[config.mk]
export PLATFORM = sky130hd
export DESIGN_NAME = freq_disp
export DESIGN_NICKNAME = d
export VERILOG_FILES = /design/src/rtl/freq_disp_pkg.sv /design/src/rtl/bin2bcd_seq.sv /design/src/rtl/freq_disp.sv
export SDC_FILE = /design/constraint.sdc
export NUM_CORES = 1
export LEC_CHECK = 0
export ABC_AREA = 1
export CORE_MARGIN = 1.5
export CORE_UTILIZATION = 58
export DETAILED_ROUTE_END_ITERATION = 7
export PLACE_DENSITY = 0.8
export RECOVER_POWER = 100
export REMOVE_ABC_BUFFERS = 1
export SETUP_SLACK_MARGIN = 0.1
export SLEW_MARGIN = 20
export SYNTH_ARGS = -nofsm -noshare
export SYNTH_HDL_FRONTEND = slang
export SYNTH_HIERARCHICAL = 1
export SYNTH_SLANG_ARGS = --single-unit
export TNS_END_PERCENT = 100
[constraint.sdc]
create_clock -name clk_fs -period 7.3 [get_ports clk_fs]
set_clock_uncertainty 0.15 [all_clocks]
set_input_delay 1.46 -clock clk_fs [delete_from_list [all_inputs] [get_ports clk_fs]]
set_output_delay 1.46 -clock clk_fs [all_outputs]
set_load 0.01 [all_outputs]
[src/rtl/freq_disp_pkg.sv]
// Shared definitions for the frequency display: segment patterns, digit decoder, FSM states.
// Latency: n/a (types, constants and a pure function only).
// Backpressure: n/a.
//
// Segment patterns are active-low, bit [7] = dp, bits [6:0] = g..a; dp is off in every pattern.
package freq_disp_pkg;

    typedef enum logic [1:0] {
        IDLE,
        CONV,
        LOAD
    } state_t;

    localparam logic [7:0] SEG_DASH  = 8'hBF;
    localparam logic [7:0] SEG_BLANK = 8'hFF;

    localparam logic [7:0] SEG_DIGIT [0:9] = '{
        8'hC0, 8'hF9, 8'hA4, 8'hB0, 8'h99,
        8'h92, 8'h82, 8'hF8, 8'h80, 8'h90
    };

    // Non-decimal nibbles cannot come out of the converter; they decode to blank.
    function automatic logic [7:0] bcd2seg(input logic [3:0] nibble);
        logic [7:0] s;
        s = SEG_BLANK;
        if (nibble <= 4'd9) s = SEG_DIGIT[nibble];
        return s;
    endfunction

endpackage

[src/rtl/bin2bcd_seq.sv]
// Serial binary-to-BCD converter (double-dabble), one input bit per cycle, MSB first.
// Latency: start accepted in IDLE; MAX conversion cycles then one LOAD cycle (done=1), busy for MAX+1.
// Backpressure: start is ignored while busy; bcd/ovf are valid while done is high.
//
// Ports:
//   clk, rst      clock, asynchronous active-high reset
//   start, bin    request a conversion of bin (accepted only when idle)
//   busy, done    conversion in progress / result valid this cycle
//   bcd, ovf      DIGITS BCD nibbles, ovf set when the value needs more than DIGITS digits
module bin2bcd_seq
    import freq_disp_pkg::*;
#(
    parameter int MAX    = 64,
    parameter int DIGITS = 8
) (
    input  logic                  clk,
    input  logic                  rst,
    input  logic                  start,
    input  logic [MAX-1:0]        bin,
    output logic                  busy,
    output logic                  done,
    output logic [4*DIGITS-1:0]   bcd,
    output logic                  ovf
);

    localparam int BW = 4 * DIGITS;
    localparam int CW = $clog2(MAX + 1);

    state_t          state;
    state_t          state_nx;
    logic [MAX-1:0]  sh;
    logic [BW-1:0]   acc;
    logic [BW-1:0]   adj;
    logic            acc_ovf;
    logic [CW-1:0]   cnt;

    // State register
    always_ff @(posedge clk or posedge rst) begin
        if (rst) state <= IDLE;
        else     state <= state_nx;
    end

    // Next-state logic
    always_comb begin
        state_nx = state;
        case (state)
            IDLE:    if (start) state_nx = CONV;
            CONV:    if (cnt == CW'(MAX - 1)) state_nx = LOAD;
            LOAD:    state_nx = IDLE;
            default: state_nx = IDLE;
        endcase
    end

    // Outputs
    always_comb begin
        busy = (state != IDLE);
        done = (state == LOAD);
    end

    // Add-3 correction on every nibble >= 5 before the shift.
    always_comb begin
        adj = acc;
        for (int i = 0; i < DIGITS; i++) begin
            if (acc[4*i +: 4] >= 4'd5) adj[4*i +: 4] = acc[4*i +: 4] + 4'd3;
        end
    end

    // Datapath. A 1 leaving the top nibble means the value has reached 10^DIGITS;
    // the flag is sticky because the partial value only grows.
    always_ff @(posedge clk or posedge rst) begin
        if (rst) begin
            sh      <= '0;
            acc     <= '0;
            acc_ovf <= 1'b0;
            cnt     <= '0;
        end else begin
            case (state)
                IDLE: begin
                    if (start) begin
                        sh      <= bin;
                        acc     <= '0;
                        acc_ovf <= 1'b0;
                        cnt     <= '0;
                    end
                end
                CONV: begin
                    acc     <= {adj[BW-2:0], sh[MAX-1]};
                    acc_ovf <= acc_ovf | adj[BW-1];
                    sh      <= {sh[MAX-2:0], 1'b0};
                    cnt     <= cnt + 1'b1;
                end
                default: ;
            endcase
        end
    end

    assign bcd = acc;
    assign ovf = acc_ovf;

endmodule

[src/rtl/freq_disp.sv]
// Periodically samples frequency/point_index, converts to BCD and scans an 8-digit 7-seg display.
// Latency: sample on refresh tick, display updated MAX+1 cycles later; seg/sel registered one cycle after digit index.
// Backpressure: refresh ticks arriving while a conversion runs are dropped.
//
// Ports:
//   clk_fs       only clock
//   rst          asynchronous, active-high reset
//   frequency    binary value to display
//   point_index  number of fractional digits (0 = no decimal point)
//   seg          segments, active-low, [7]=dp, [6:0]=g..a
//   sel          digit enables, active-low, one-hot-low (digit 0 = rightmost)
//   busy         conversion in progress
//   overflow     last converted value did not fit in DIGITS digits
// Build option: define LZB_EN for leading-zero blanking; otherwise every digit is shown.
module freq_disp
    import freq_disp_pkg::*;
#(
    parameter int MAX         = 64,
    parameter int DIGITS      = 8,
    parameter int SCAN_DIV    = 100000,
    parameter int REFRESH_DIV = 10000000
) (
    input  logic              clk_fs,
    input  logic              rst,
    input  logic [MAX-1:0]    frequency,
    input  logic [3:0]        point_index,
    output logic [7:0]        seg,
    output logic [DIGITS-1:0] sel,
    output logic              busy,
    output logic              overflow
);

    localparam int BW = 4 * DIGITS;
    localparam int RW = (REFRESH_DIV > 1) ? $clog2(REFRESH_DIV) : 1;
    localparam int SW = (SCAN_DIV > 1) ? $clog2(SCAN_DIV) : 1;
    localparam int DW = (DIGITS > 1) ? $clog2(DIGITS) : 1;

    logic [RW-1:0]     refresh_cnt;
    logic              tick;
    logic              conv_busy;
    logic              conv_done;
    logic [BW-1:0]     conv_bcd;
    logic              conv_ovf;
    logic [3:0]        pidx_lat;

    logic [BW-1:0]     disp_bcd;
    logic              disp_ovf;
    logic [3:0]        disp_pidx;

    logic [SW-1:0]     scan_cnt;
    logic [DW-1:0]     digit_idx;
    logic [3:0]        cur_nib;
    logic              dp_here;
    logic [7:0]        seg_nx;
    logic [DIGITS-1:0] sel_nx;

    // Refresh timer
    always_ff @(posedge clk_fs or posedge rst) begin
        if (rst) begin
            refresh_cnt <= '0;
        end else if (refresh_cnt == RW'(REFRESH_DIV - 1)) begin
            refresh_cnt <= '0;
        end else begin
            refresh_cnt <= refresh_cnt + 1'b1;
        end
    end

    assign tick = (refresh_cnt == RW'(REFRESH_DIV - 1));

    bin2bcd_seq #(
        .MAX    (MAX),
        .DIGITS (DIGITS)
    ) u_conv (
        .clk   (clk_fs),
        .rst   (rst),
        .start (tick),
        .bin   (frequency),
        .busy  (conv_busy),
        .done  (conv_done),
        .bcd   (conv_bcd),
        .ovf   (conv_ovf)
    );

    assign busy = conv_busy;

    // point_index is captured under the same condition the converter accepts start,
    // so it always belongs to the value being converted.
    always_ff @(posedge clk_fs or posedge rst) begin
        if (rst) begin
            pidx_lat <= '0;
        end else if (tick && !conv_busy) begin
            pidx_lat <= point_index;
        end
    end

    // Display registers: all three update together so the scan never sees a mixed result.
    always_ff @(posedge clk_fs or posedge rst) begin
        if (rst) begin
            disp_bcd  <= '0;
            disp_ovf  <= 1'b0;
            disp_pidx <= '0;
        end else if (conv_done) begin
            disp_bcd  <= conv_bcd;
            disp_ovf  <= conv_ovf;
            disp_pidx <= pidx_lat;
        end
    end

    assign overflow = disp_ovf;

    // Digit scan
    always_ff @(posedge clk_fs or posedge rst) begin
        if (rst) begin
            scan_cnt  <= '0;
            digit_idx <= '0;
        end else if (scan_cnt == SW'(SCAN_DIV - 1)) begin
            scan_cnt  <= '0;
            digit_idx <= (digit_idx == DW'(DIGITS - 1)) ? '0 : digit_idx + 1'b1;
        end else begin
            scan_cnt  <= scan_cnt + 1'b1;
        end
    end

`ifdef LZB_EN
    // upper_zero: current digit and every digit to its left are zero.
    logic upper_zero;
    logic zero_run;

    always_comb begin
        zero_run   = 1'b1;
        upper_zero = 1'b0;
        for (int i = DIGITS - 1; i >= 0; i--) begin
            zero_run = zero_run & (disp_bcd[4*i +: 4] == 4'd0);
            if (i == int'(digit_idx)) upper_zero = zero_run;
        end
    end
`endif

    always_comb begin
        cur_nib = disp_bcd[4*int'(digit_idx) +: 4];
        dp_here = (disp_pidx != 4'd0) && (int'(disp_pidx) <= DIGITS - 1) &&
                  (int'(disp_pidx) == int'(digit_idx));
        seg_nx  = SEG_BLANK;
        if (disp_ovf) begin
            seg_nx = SEG_DASH;
        end else begin
            seg_nx = bcd2seg(cur_nib);
            if (dp_here) seg_nx[7] = 1'b0;
`ifdef LZB_EN
            if ((digit_idx != '0) && (int'(digit_idx) > int'(disp_pidx)) && upper_zero)
                seg_nx = SEG_BLANK;
`endif
        end
        sel_nx = ~(DIGITS'(1) << digit_idx);
    end

    // seg and sel share one register stage so they always switch on the same edge.
    always_ff @(posedge clk_fs or posedge rst) begin
        if (rst) begin
            seg <= SEG_BLANK;
            sel <= '1;
        end else begin
            seg <= seg_nx;
            sel <= sel_nx;
        end
    end

endmodule

# After elaboration in Yosys (flattened, before gate mapping)

Memories as Yosys holds them, arrays and structs flattened.
Index checks and enable logic that the tools add are counted.

Register bits: 207
Bits in latches: 0
RAM bits: 0
Memory bits (read-only): 128
Output and inout bits: 18
Logic and storage cells: 89
Memories: 1

Memory list:

| name             | depth | width | read ports | clocked after memory_dff | write ports | RTL line            | text |
|---|---|---|---|---|---|---|---|
| (name not given) | 16    | 8     | 1          | 0                        | 0           | freq_disp_pkg.sv:26 | `if (nibble <= 4'd9) s = SEG_DIGIT[nibble];` |

Add/subtract/negate cells: 12
$mul: 0
Div/mod/pow operators: 0
Magnitude comparators: 11
Eq/ne operators: 9
Shift operators: 2
Mux-type cells: 27
Bitwise gates (word level): 3
Reduce and logical (&&, ||, !) cells: 10

Operators with widths:

| kind                                                                   | number |
|---|---|
| 64-bit case mux with 2 select lines                                    | 1 |
| 64-bit 2-to-1 mux                                                      | 1 |
| 32-bit case mux with 2 select lines                                    | 1 |
| 4-bit by 2-bit adder with 4-bit output (second input constant)         | 8 |
| 4-bit by 3-bit >= comparator with 1-bit output (second input constant) | 8 |
| 32-bit 2-to-1 mux                                                      | 1 |
| 4-bit 2-to-1 mux                                                       | 8 |
| 8-bit 2-to-1 mux                                                       | 4 |
| 32-bit by 6-bit indexed part select with 4-bit output                  | 1 |
| 24-bit by 1-bit adder with 24-bit output (second input constant)       | 1 |
| 24-bit equality test (second input constant)                           | 1 |
| 24-bit 2-to-1 mux                                                      | 1 |
| 17-bit by 1-bit adder with 17-bit output (second input constant)       | 1 |
| 17-bit equality test (second input constant)                           | 1 |
| 17-bit 2-to-1 mux                                                      | 1 |
| 7-bit case mux with 2 select lines                                     | 1 |
| 8-bit NOT                                                              | 1 |
| 1-bit by 3-bit left shift with 8-bit output (first input constant)     | 1 |
| 7-bit by 1-bit adder with 7-bit output (second input constant)         | 1 |
| 7-bit by 6-bit equality test with 1-bit output (second input constant) | 1 |
| 7-bit 2-to-1 mux                                                       | 1 |
| 5-bit >= comparator (second input constant)                            | 1 |
| 4-bit NOT with 5-bit output                                            | 1 |
| 4-bit equality test                                                    | 1 |
| other kinds (20)                                                       | 26 |

# Logic depth before layout (Yosys ltp)

Gate-level depths: netlist of run 1.

Depth in word-level cells: 8
Mapped depth: 13
Mapped depth without buffers: 12

# Modules after synthesis

Netlist of run 1, hierarchy kept.

Modules (own cells, without submodules):

| module      | instances | cells an instance | area an instance (µm²) | seq. area each (µm²) |
|---|---|---|---|---|
| bin2bcd_seq | 1         | 684               | 5368.9                 | 2652.5 |
| freq_disp   | 1         | 582               | 4986.0                 | 2547.4 |

# Worst setup path after synthesis of run 1

OpenSTA, ideal clock, no wires.

Path kind: reg-to-output
Start point: register u_conv.state[0]
End point: output busy
Arrival time: 596 ps
Path slack: 5094 ps
Stages on the path, launching flop included: 3
Cell sequence: dfrtp_1 nor2_1 inv_1

Word-level cells in the longest chain between the ends: 1

Ends and longest elaborated chain:

| element                  | RTL line          | text |
|---|---|---|
| start: declaration       | bin2bcd_seq.sv:29 | `state_t state;` |
| start signal: assignment | bin2bcd_seq.sv:40 | `else state <= state_nx;` |
| 2-bit nonzero test       | bin2bcd_seq.sv:56 | `busy = (state != IDLE);` |
| end: declaration         | freq_disp.sv:29   | `output logic busy,` |

No other way between the ends.

# Worst setup path in the final report of run 1

Start point: register u_conv.state[0]
End point: register u_conv.cnt[6]

Word-level cells in the longest chain between the ends: 3
Elaborated cells between the ends (all ways): 6
Those cells by class: eq/ne (2); mux (1); reduce/logical (3)

Ends and longest elaborated chain:

| element                                                                             | RTL line          | text |
|---|---|---|
| 2-bit by 1-bit equality test with 1-bit output or 2-bit logical NOT (tied branches) | bin2bcd_seq.sv:77 | `case (state)` |
| 2-bit nonzero test (no line) or 2-bit inequality test (tied branches)               | -                 |  |
| 2-bit AND reduction (no line)                                                       | -                 |  |
| end signal: assignment                                                              | bin2bcd_seq.sv:90 | `cnt <= cnt + 1'b1;` |
| end: declaration                                                                    | bin2bcd_seq.sv:35 | `logic [CW-1:0] cnt;` |

Several ways; a longest one is shown, not always the timed one.
A chain may end at the register's enable or synchronous reset.

==> qor.yml, run 1 <==
yosys-top-cells-count: "448 x nand2_1, 191 x dfrtp_1, 141 x nand3_1"
synthArstFlopShare_pct: 100
maxCapViolations: 4
syn_area_um2: 10400
die_w_um: 137
cp_max_fo: 100
grt_pass1_vias: 8074
final_area_um2: 11900
fin_ws_ps: 2730
hold_path.class: "reg -> reg"
gp_congestion: 0.878
clk_pin_slew_worst_paths_ps: 60
hpwl_mm: 14.0
place_area_um2: 11300
critPathKind: "reg -> reg"
synth_seq_cells: 207
powerDensity_nw_per_um2: 190
wl_mm: 21.3
num_vias: 8517
fin_nets: 1442
track_usage_pct: 24.3
gr-total-overflow: 0
seq_area_um2: 5200
tns_ps: 0
synth_edf_count: 0
yosys_warnings: 6
grt_max_degree: 101
synth_area_leaders: "dfrtp_1 46%, nand2_1 16%, nand3_1 6.8%"
synth_area_leader_cell: "dfrtp_1"
drc: 0
grt_pass1_wl_mm: 37.2
period_share_pct: 62.5
clock_sinks: 207
num_antenna_cells: 0
io_buffer_count: 87
numCtsBuffers: 22
path_cells: "clkinv_1 -> nor2_1 -> clkbuf_1 -> nand4_1 -> nand2_1"
cp-end-kind: "register"
clk_latency_ps: 500
initial_utilization_pct: 59.7
fmax_mhz: 219
avgViaCountPerCell: 5.39
reg2regPathDepth: 5
maxSlewHeadroom_pct: -182
yosysUniqueCellTypes: 43
ant_nets: 0
hold_viol: 0
antenna_found_initial: 0
synth-seq-area-share_pct: 50.2
io_pins: 88
peakVddDrop_v: 0.000159
clock_path_buffers: 3
netlist.area_leader.share_pct: 46.2
required_ps: 7570
cp_slowest_cell: "clkbuf_1"
syn-instance-count: 1266
multi_input_area_um2: 4300
p_leak_nw: 5.65
synth_ff_type: "dfrtp_1"
hold_path_depth: 1
fp.dieH_um: 137
cts-hold-fix-buffers: 0
cts_setup_buffers: 0
fin_crit_ps: 4570
startpoint_type: "register"
cts_tree: "yes"
cts.repair.resized: 0
dieArea_um2: 18700
status: "finished with violations"
tightest_slew_ps: 4230
setup_violations: 0
drive_gt1_share_pct: 5.68
fillers: 1402
syn_area_per_cell_um2: 8.18
critPathMaxStageDelay_ps: 2970
core_region_area_um2: 17400
dp_slack_ps: 3840
htreeDepth: 1
root_buffer: "clkbuf_16"
violations: "max-capacitance violations, max-slew violations"
placementRows: 48
crit_arrival_ps: 4830
drv_slew: 273
dr.pass1.iters: 5
rsz0062_at_grt: "no"
drt_iter0_markers: 686
syn_to_final_growth_pct: 14.8
detail_route.wl_per_cell_um: 13.5
fin_hold_ws_ps: 320
synth.most_common_cell: "nand2_1"
through the flow:
stage          utilization (%)  instances  power, mW
6_report                  68.5       1581       2.26
5_1_grt                   68.5       1581       2.33
4_1_cts                   68.9       1581       2.28
3_5_place_dp              65.0       1543       1.23
3_3_place_gp              65.0       1543       1.23
2_1_floorplan                -       1225       1.19
state kept, by name (all words and copies together) (netlist names), 4 cells and up:
signal and count:
refresh_cnt 24, u_conv/sh 64, disp_pidx 4, disp_bcd 32, pidx_lat 4, u_conv/bcd 32, scan_cnt 17, sel 8
seg 8, u_conv/cnt 7
layout make-up:
class,count,area share (%)
clock buffers,36,5.59
clock inverters,2,0.0842
inverters,139,4.41
multi-input cells,879,36.2
flip-flops and latches,207,43.7
well taps,225,2.37
repair buffers,93,7.64
layer usage:
metal | wire [um] | vias up | GRT usage, %
met5 | 0 | - | 0
met4 | 402 | 0 | 6.74
met3 | 1230 | 33 | 3.70
met2 | 10100 | 286 | 39.4
met1 | 9590 | 4011 | 34.0
li1 | - | 4187 | -
cells by family (layout without fill, tap and decap cells):
family,Yosys count,count (layout),synth area share (%)
compound gates,106,106,5.90
xor+xnor,27,27,2.28
fa+ha+maj,30,30,3.62
buf+inv,180,270,7.73
flops,207,207,50.2
mux,6,6,0.652
simple gates,710,710,29.6
critical path: cells and delay by family, from the launching register on:
kind,cells,cell delay [ps]
flops,1,480
simple gates,3,770
buf+inv,2,3070
power breakdown:
part	internal (mW)	switching, mW
Clock	0.617	0.431
Sequential	1.15	0
Combinational	0.0329	0.0275
path summary, 6_finish.rpt:
check                                            start                         to  slack [ps]
min in group asynchronous                          rst     u_conv/ovf$_DFFE_PP0P_        1540
max reg2reg                u_conv/state[0]$_DFFE_PP0P_  u_conv/cnt[6]$_DFFE_PP0P_        2730
min reg2reg                     scan_cnt[14]$_DFF_PP0_     scan_cnt[14]$_DFF_PP0_         320
max in group asynchronous                          rst   disp_bcd[15]$_DFFE_PP0P_        3770
min                             scan_cnt[14]$_DFF_PP0_     scan_cnt[14]$_DFF_PP0_         320
max                        u_conv/state[0]$_DFFE_PP0P_  u_conv/cnt[6]$_DFFE_PP0P_        2730
layout by cell type, fill, tap and decap left out, types with 7 or more instances in the layout:
cell and instances:
a21oi_1 23, clkbuf_1 12, clkbuf_16 23, clkdlybuf4s50_1 68, dfrtp_1 191, dfstp_2 16, dlygate4sd3_1 19, ha_1 30
inv_1 134, nand2_1 449, nand3_1 141, nand4_1 28, nor2_1 52, nor2_2 9, nor3_1 12, o211ai_1 8
o21ai_0 55, o21bai_1 7, o22ai_1 9, xor2_1 24
Note: power is estimated with default switching activity, not from simulation.
==> run 2, diff against run 1 <==
Settings changed: CORE_UTILIZATION 58 to 53, PLACE_DENSITY 0.8 to 0.77.
Clock period 7.3 ns to 4.05 ns, I/O delays scaled along.
==> qor.yml, run 2 (same netlist as run 1, synthesis figures left out) <==
violations: "max-capacitance violations, max-slew violations"
gr-total-overflow: 0  # unchanged
largest_reg_flops: 64  # unchanged
min_delay_worst_endpoint: "scan_cnt[0]$_DFF_PP0_"
hold_viol: 0  # unchanged
r2r-end: "u_conv/sh[40]$_DFFE_PP0P_"
root_buffer: "clkbuf_16"
drv_slew: 296  # +8.4%
drt_iter0_markers: 621  # -9.5%
place_area_um2: 11400  # +0.72%
grt_pass1_wl_mm: 36.5  # -1.8%
fin_crit_ps: 3290  # -1270 ps
maxSlewHeadroom_pct: -32.5  # +150 points
cts_tree: "yes"
cp-end-kind: "register"
cp_max_fo: 33  # -67%
grt_pass1_vias: 7836  # -2.9%
io_pins: 88  # unchanged
initial_utilization_pct: 54.6  # -5.0 points
tightest_slew_ps: 1990  # -2240 ps
power.net_switching_mw: 0.835  # +82%
fin_nets: 1447  # +0.35%
die_w_um: 143  # +4.5%
fin_util_pct: 63.1  # -5.4 points
dieArea_um2: 20400  # +9.2%
core_region_area_um2: 19000  # +9.2%
final_cell_mix: "448 x nand2_1, 191 x dfrtp_1, 141 x nand3_1"
hold_path_depth: 1  # unchanged
wl_mm: 21.4  # +0.47%
powerDensity_nw_per_um2: 339  # +79%
hpwl_mm: 14.6  # +4.1%
reg2regPathDepth: 11  # +6
clk_latency_ps: 510  # about the same
reg2reg_setup_slack_ps: 760  # -1980 ps
regMostFlops: "u_conv/sh"
hold_path.class: "reg -> reg"
numCtsBuffers: 22  # unchanged
rsz0062_at_grt: "no"
cts-hold-fix-buffers: 0  # unchanged
cts_setup_buffers: 0  # unchanged
clock_sinks: 207  # unchanged
worstHoldStart: "scan_cnt[0]$_DFF_PP0_"
status: "finished with violations"
antenna_found_initial: 0  # unchanged
clock_path_buffers: 3  # unchanged
r2r_start: "refresh_cnt[0]$_DFF_PP0_"
gp_congestion: 0.903  # +2.7%
crit_arrival_ps: 3570  # -1260 ps
final_cells: 1620  # +2.5%
syn_to_final_growth_pct: 15.6
p_leak_nw: 5.67  # +0.34%
tns_ps: 0  # unchanged
comb_power_share_pct: 2.8  # about the same
track_usage_pct: 21.8  # -2.5 points
intPower_mw: 3.22  # +79%
dr.pass1.iters: 5  # unchanged
io_buffer_count: 87  # unchanged
final_common_cell: "nand2_1"
fmax_mhz: 304  # +39%
maxCapViolations: 5  # +1
p_clk_share_pct: 46.2  # -0.2 points
ant_nets: 0  # unchanged
dp.cells: 1583  # +2.6%
cts.repair.resized: 0  # unchanged
num_vias: 8434  # -0.97%
critPathKind: "reg -> reg"
avgViaCountPerCell: 5.21  # -3.4%
peakVddDrop_v: 0.000241  # +52%
grt_max_degree: 101  # unchanged
p_sw_share_pct: 20.6  # +0.27 points
clk_pin_slew_worst_paths_ps: 60  # about the same
setup_violations: 0  # unchanged
period_share_pct: 81.2  # +19 points
final_area_um2: 12000  # +0.65%
required_ps: 4330  # -3240 ps
drc: 0  # unchanged
startpoint_type: "register"
htreeDepth: 1  # unchanged
drive_gt1_share_pct: 6.40  # +0.72 points
p_seq_share_pct: 51.0  # about the same
placementRows: 50  # +4.2%
fp.dieH_um: 143  # +4.5%
detail_route.wl_per_cell_um: 13.2  # -1.9%
num_antenna_cells: 0  # unchanged
## run 2: layer usage
metal	up-vias	global-route usage, %	wire length [um]
li1	4191	-	-
met1	3986	32.3	10200
met4	0	4.72	344
met2	231	33.9	9760
met3	26	3.42	1070
met5	-	0	0
## run 2: final cells by class
| cell class | instances | area, um2 |
|---|---|---|
| Tap cell | 260 | 325 |
| Clock buffer | 32 | 638 |
| Clock inverter | 5 | 38.8 |
| Fill cell | 1606 | 6990 |
| Multi-Input combinational cell | 879 | 4310 |
| Inverter | 139 | 527 |
| Sequential cell | 207 | 5200 |
| Timing Repair Buffer | 98 | 932 |
## run 2: power groups by stage
stage	Sequential [mW]	Combinational [mW]	Clock (mW)
final	2.07	0.112	1.87
after detailed placement	2.11	0.117	0
after CTS	2.07	0.118	1.92
after floorplan	2.11	0.0299	0
after global routing	2.07	0.126	2.00
after global placement	2.11	0.117	0
## run 2: worst max-delay path, stage by stage (launching register included)
cell and delay [ps]:
dfrtp_1 380, ha_1 200, nand3_1 150, inv_1 140, nand3_1 140, nor3_1 210
and2_1 210, nand2_4 90, nor2_2 970, buf_4 390, nand2_1 90, nand3_1 90
## run 2: per-stage QoR
stage          worst slack, ps  hold slack [ps]  total power [mW]
2_1_floorplan              301              283              2.14
3_3_place_gp              1230              302              2.22
3_5_place_dp              1120              303              2.22
4_1_cts                   1020              311              4.11
5_1_grt                    405              330              4.20
6_report                   760              306              4.05
## run 2: worst max-delay path by stage
stage / start / endpoint / slack, ps / cells past startpoint
finish: refresh_cnt[0]$_DFF_PP0_ / u_conv/sh[40]$_DFFE_PP0P_ / 760 / 11
global route: refresh_cnt[0]$_DFF_PP0_ / u_conv/sh[40]$_DFFE_PP0P_ / 400 / 11
global placement: refresh_cnt[0]$_DFF_PP0_ / u_conv/sh[14]$_DFFE_PP0P_ / 1230 / 12
floorplan: rst / u_conv/bcd[0]$_DFFE_PP0P_ / 300 / 1
detailed placement: refresh_cnt[0]$_DFF_PP0_ / u_conv/sh[23]$_DFFE_PP0P_ / 1120 / 12
CTS: digit_idx[0]$_DFFE_PP0N_ / seg[6]$_DFF_PP1_ / 1020 / 12
==> run 3, diff against run 2 <==
Clock period 4.05 ns to 2.7 ns, I/O delays scaled along.
==> qor.yml, run 3 (same netlist as run 1, synthesis figures left out) <==
status: "finished clean"
p_leak_nw: 5.75  # +1.4%
hold_path.class: "reg -> reg"
clock_path_buffers: 3  # unchanged
worstHoldStart: "scan_cnt[14]$_DFF_PP0_"
critPathMaxStageDelay_ps: 400  # -570 ps
placementRows: 50  # unchanged
dieArea_um2: 20400  # unchanged
clk_latency_ps: 500  # about the same
hold_viol: 0  # unchanged
drive_gt1_share_pct: 6.99  # +0.59 points
path_cells: "ha_1 -> nand3_1 -> inv_1 -> nand3_1 -> nor3_2 -> and2_0 -> nand2_4 -> nand2_4 -> inv_2 -> buf_6 -> nand2_1 -> nand2_1"
drc: 0  # unchanged
fillers: 1618  # +0.75%
grt_max_degree: 64  # -37%
ant_nets: 0  # unchanged
startpoint: "refresh_cnt[0]$_DFF_PP0_"
setup_violations: 0  # unchanged
numCtsBuffers: 22  # unchanged
final_common_cell: "nand2_1"
dr.pass1.iters: 5  # unchanged
maxSlewHeadroom_pct: 19.9  # +52 points
startpoint_type: "register"
io_buffer_count: 87  # unchanged
fin_crit_ps: 2460  # -831 ps
gr-total-overflow: 0  # unchanged
final_cell_mix: "448 x nand2_1, 191 x dfrtp_1, 141 x nand3_1"
fin_nets: 1460  # +0.90%
r2r_start: "refresh_cnt[0]$_DFF_PP0_"
required_ps: 2980  # -1350 ps
cts_tree: "yes"
clock_sinks: 207  # unchanged
place_area_um2: 11500  # +1.3%
tightest_slew_ps: 1190  # -794 ps
fmax_mhz: 407  # +34%
grt_pass1_wl_mm: 36.8  # +0.91%
track_usage_pct: 21.9  # +0.074 points
drt_iter0_markers: 565  # -9.0%
num_vias: 8481  # +0.56%
maxCapViolations: 0  # -5
clk_pin_slew_worst_paths_ps: 60  # about the same
p_total_mw: 6.05  # +49%
final_area_um2: 12100  # +1.3%
crit_arrival_ps: 2740  # -830 ps
final_cells: 1634  # +0.86%
gp_congestion: 0.915  # +1.4%
cts-hold-fix-buffers: 0  # unchanged
fp.dieH_um: 143  # unchanged
largest_reg_flops: 64  # unchanged
regMostFlops: "u_conv/sh"
num_antenna_cells: 0  # unchanged
cp-end-kind: "register"
syn_to_final_growth_pct: 17.0
period_share_pct: 91.1  # +9.9 points
initial_utilization_pct: 54.6  # unchanged
root_buffer: "clkbuf_16"
cp_num_buf_inv: 3  # +1
rsz0062_at_grt: "no"
hpwl_mm: 14.8  # +1.3%
cp_max_fo: 31  # -6.1%
core_region_area_um2: 19000  # unchanged
critPathKind: "reg -> reg"
die_w_um: 143  # unchanged
fin_util_pct: 63.9  # +0.80 points
grt_pass1_vias: 7950  # +1.5%
antenna_found_initial: 0  # unchanged
drv_slew: 0  # -100%
avgViaCountPerCell: 5.19  # -0.30%
dp.cells: 1593  # +0.63%
path_delay_family: "simple AND/OR/NAND/NOR gates"
detail_route.wl_per_cell_um: 13.4  # +1.4%
cp_slowest_cell: "dfrtp_1"
peakVddDrop_v: 0.000512  # +110%
wl_mm: 21.9  # +2.3%
io_pins: 88  # unchanged
powerDensity_nw_per_um2: 499  # +47%
htreeDepth: 1  # unchanged
-- run 3: where the power goes --
part | switching, mW | internal (mW) | leakage, nW
Combinational | 0.0767 | 0.0924 | 2.97
Clock | 1.16 | 1.61 | 0.324
Sequential | 0 | 3.10 | 2.45
Total | 1.24 | 4.81 | 5.75
-- run 3: cell type report --
type                            count  area, um2  share of cell area (%)
Clock buffer                       34        637                    5.26
Clock inverter                      4       20.0                   0.165
Inverter                          139        524                    4.33
Multi-Input combinational cell    879       4320                    35.7
Sequential cell                   207       5200                    42.9
Tap cell                          260        325                    2.68
Timing Repair Buffer              111       1090                    8.99
-- run 3: final timing paths --
path	to	slack (ps)	cells past startpoint
setup / recovery	u_conv/bcd[17]$_DFFE_PP0P_	240	12
setup reg to reg	u_conv/bcd[17]$_DFFE_PP0P_	240	12
min in group asynchronous	u_conv/bcd[28]$_DFFE_PP0P_	480	2
hold reg to reg	scan_cnt[14]$_DFF_PP0_	320	1
hold / removal	scan_cnt[14]$_DFF_PP0_	320	1
max in group asynchronous	refresh_cnt[7]$_DFF_PP0_	460	3
-- run 3: layer usage --
| layer | vias up | routed length [um] | GRT usage [%] |
|---|---|---|---|
| met5 | - | 0 | 0 |
| met4 | 0 | 423 | 5.70 |
| met3 | 28 | 1160 | 3.99 |
| met2 | 212 | 10300 | 35.9 |
| met1 | 4008 | 9960 | 29.9 |
| li1 | 4233 | - | - |
-- run 3: stage by stage --
stage	TNS, ps	setup slack, ps	hold WS (ps)
floorplan	-145920	-779	283
global placement	0	346	297
detailed placement	0	304	309
CTS	0	275	298
global route	0	70.1	336
finish	0	240	316
-- run 3: worst reg2reg max path, cell delays in order, from the launching register on --
cell and delay (ps):
dfrtp_1 400, ha_1 230, nand3_1 140, inv_1 100
nand3_1 160, nor3_2 60, and2_0 200, nand2_4 140
nand2_4 80, inv_2 250, buf_6 320, nand2_1 90
nand2_1 80
-- run 3: what timing repair did --
item	in CTS	in global routing
setup buffers	0	1
resized for setup	0	1
setup endpoints to repair	0	79
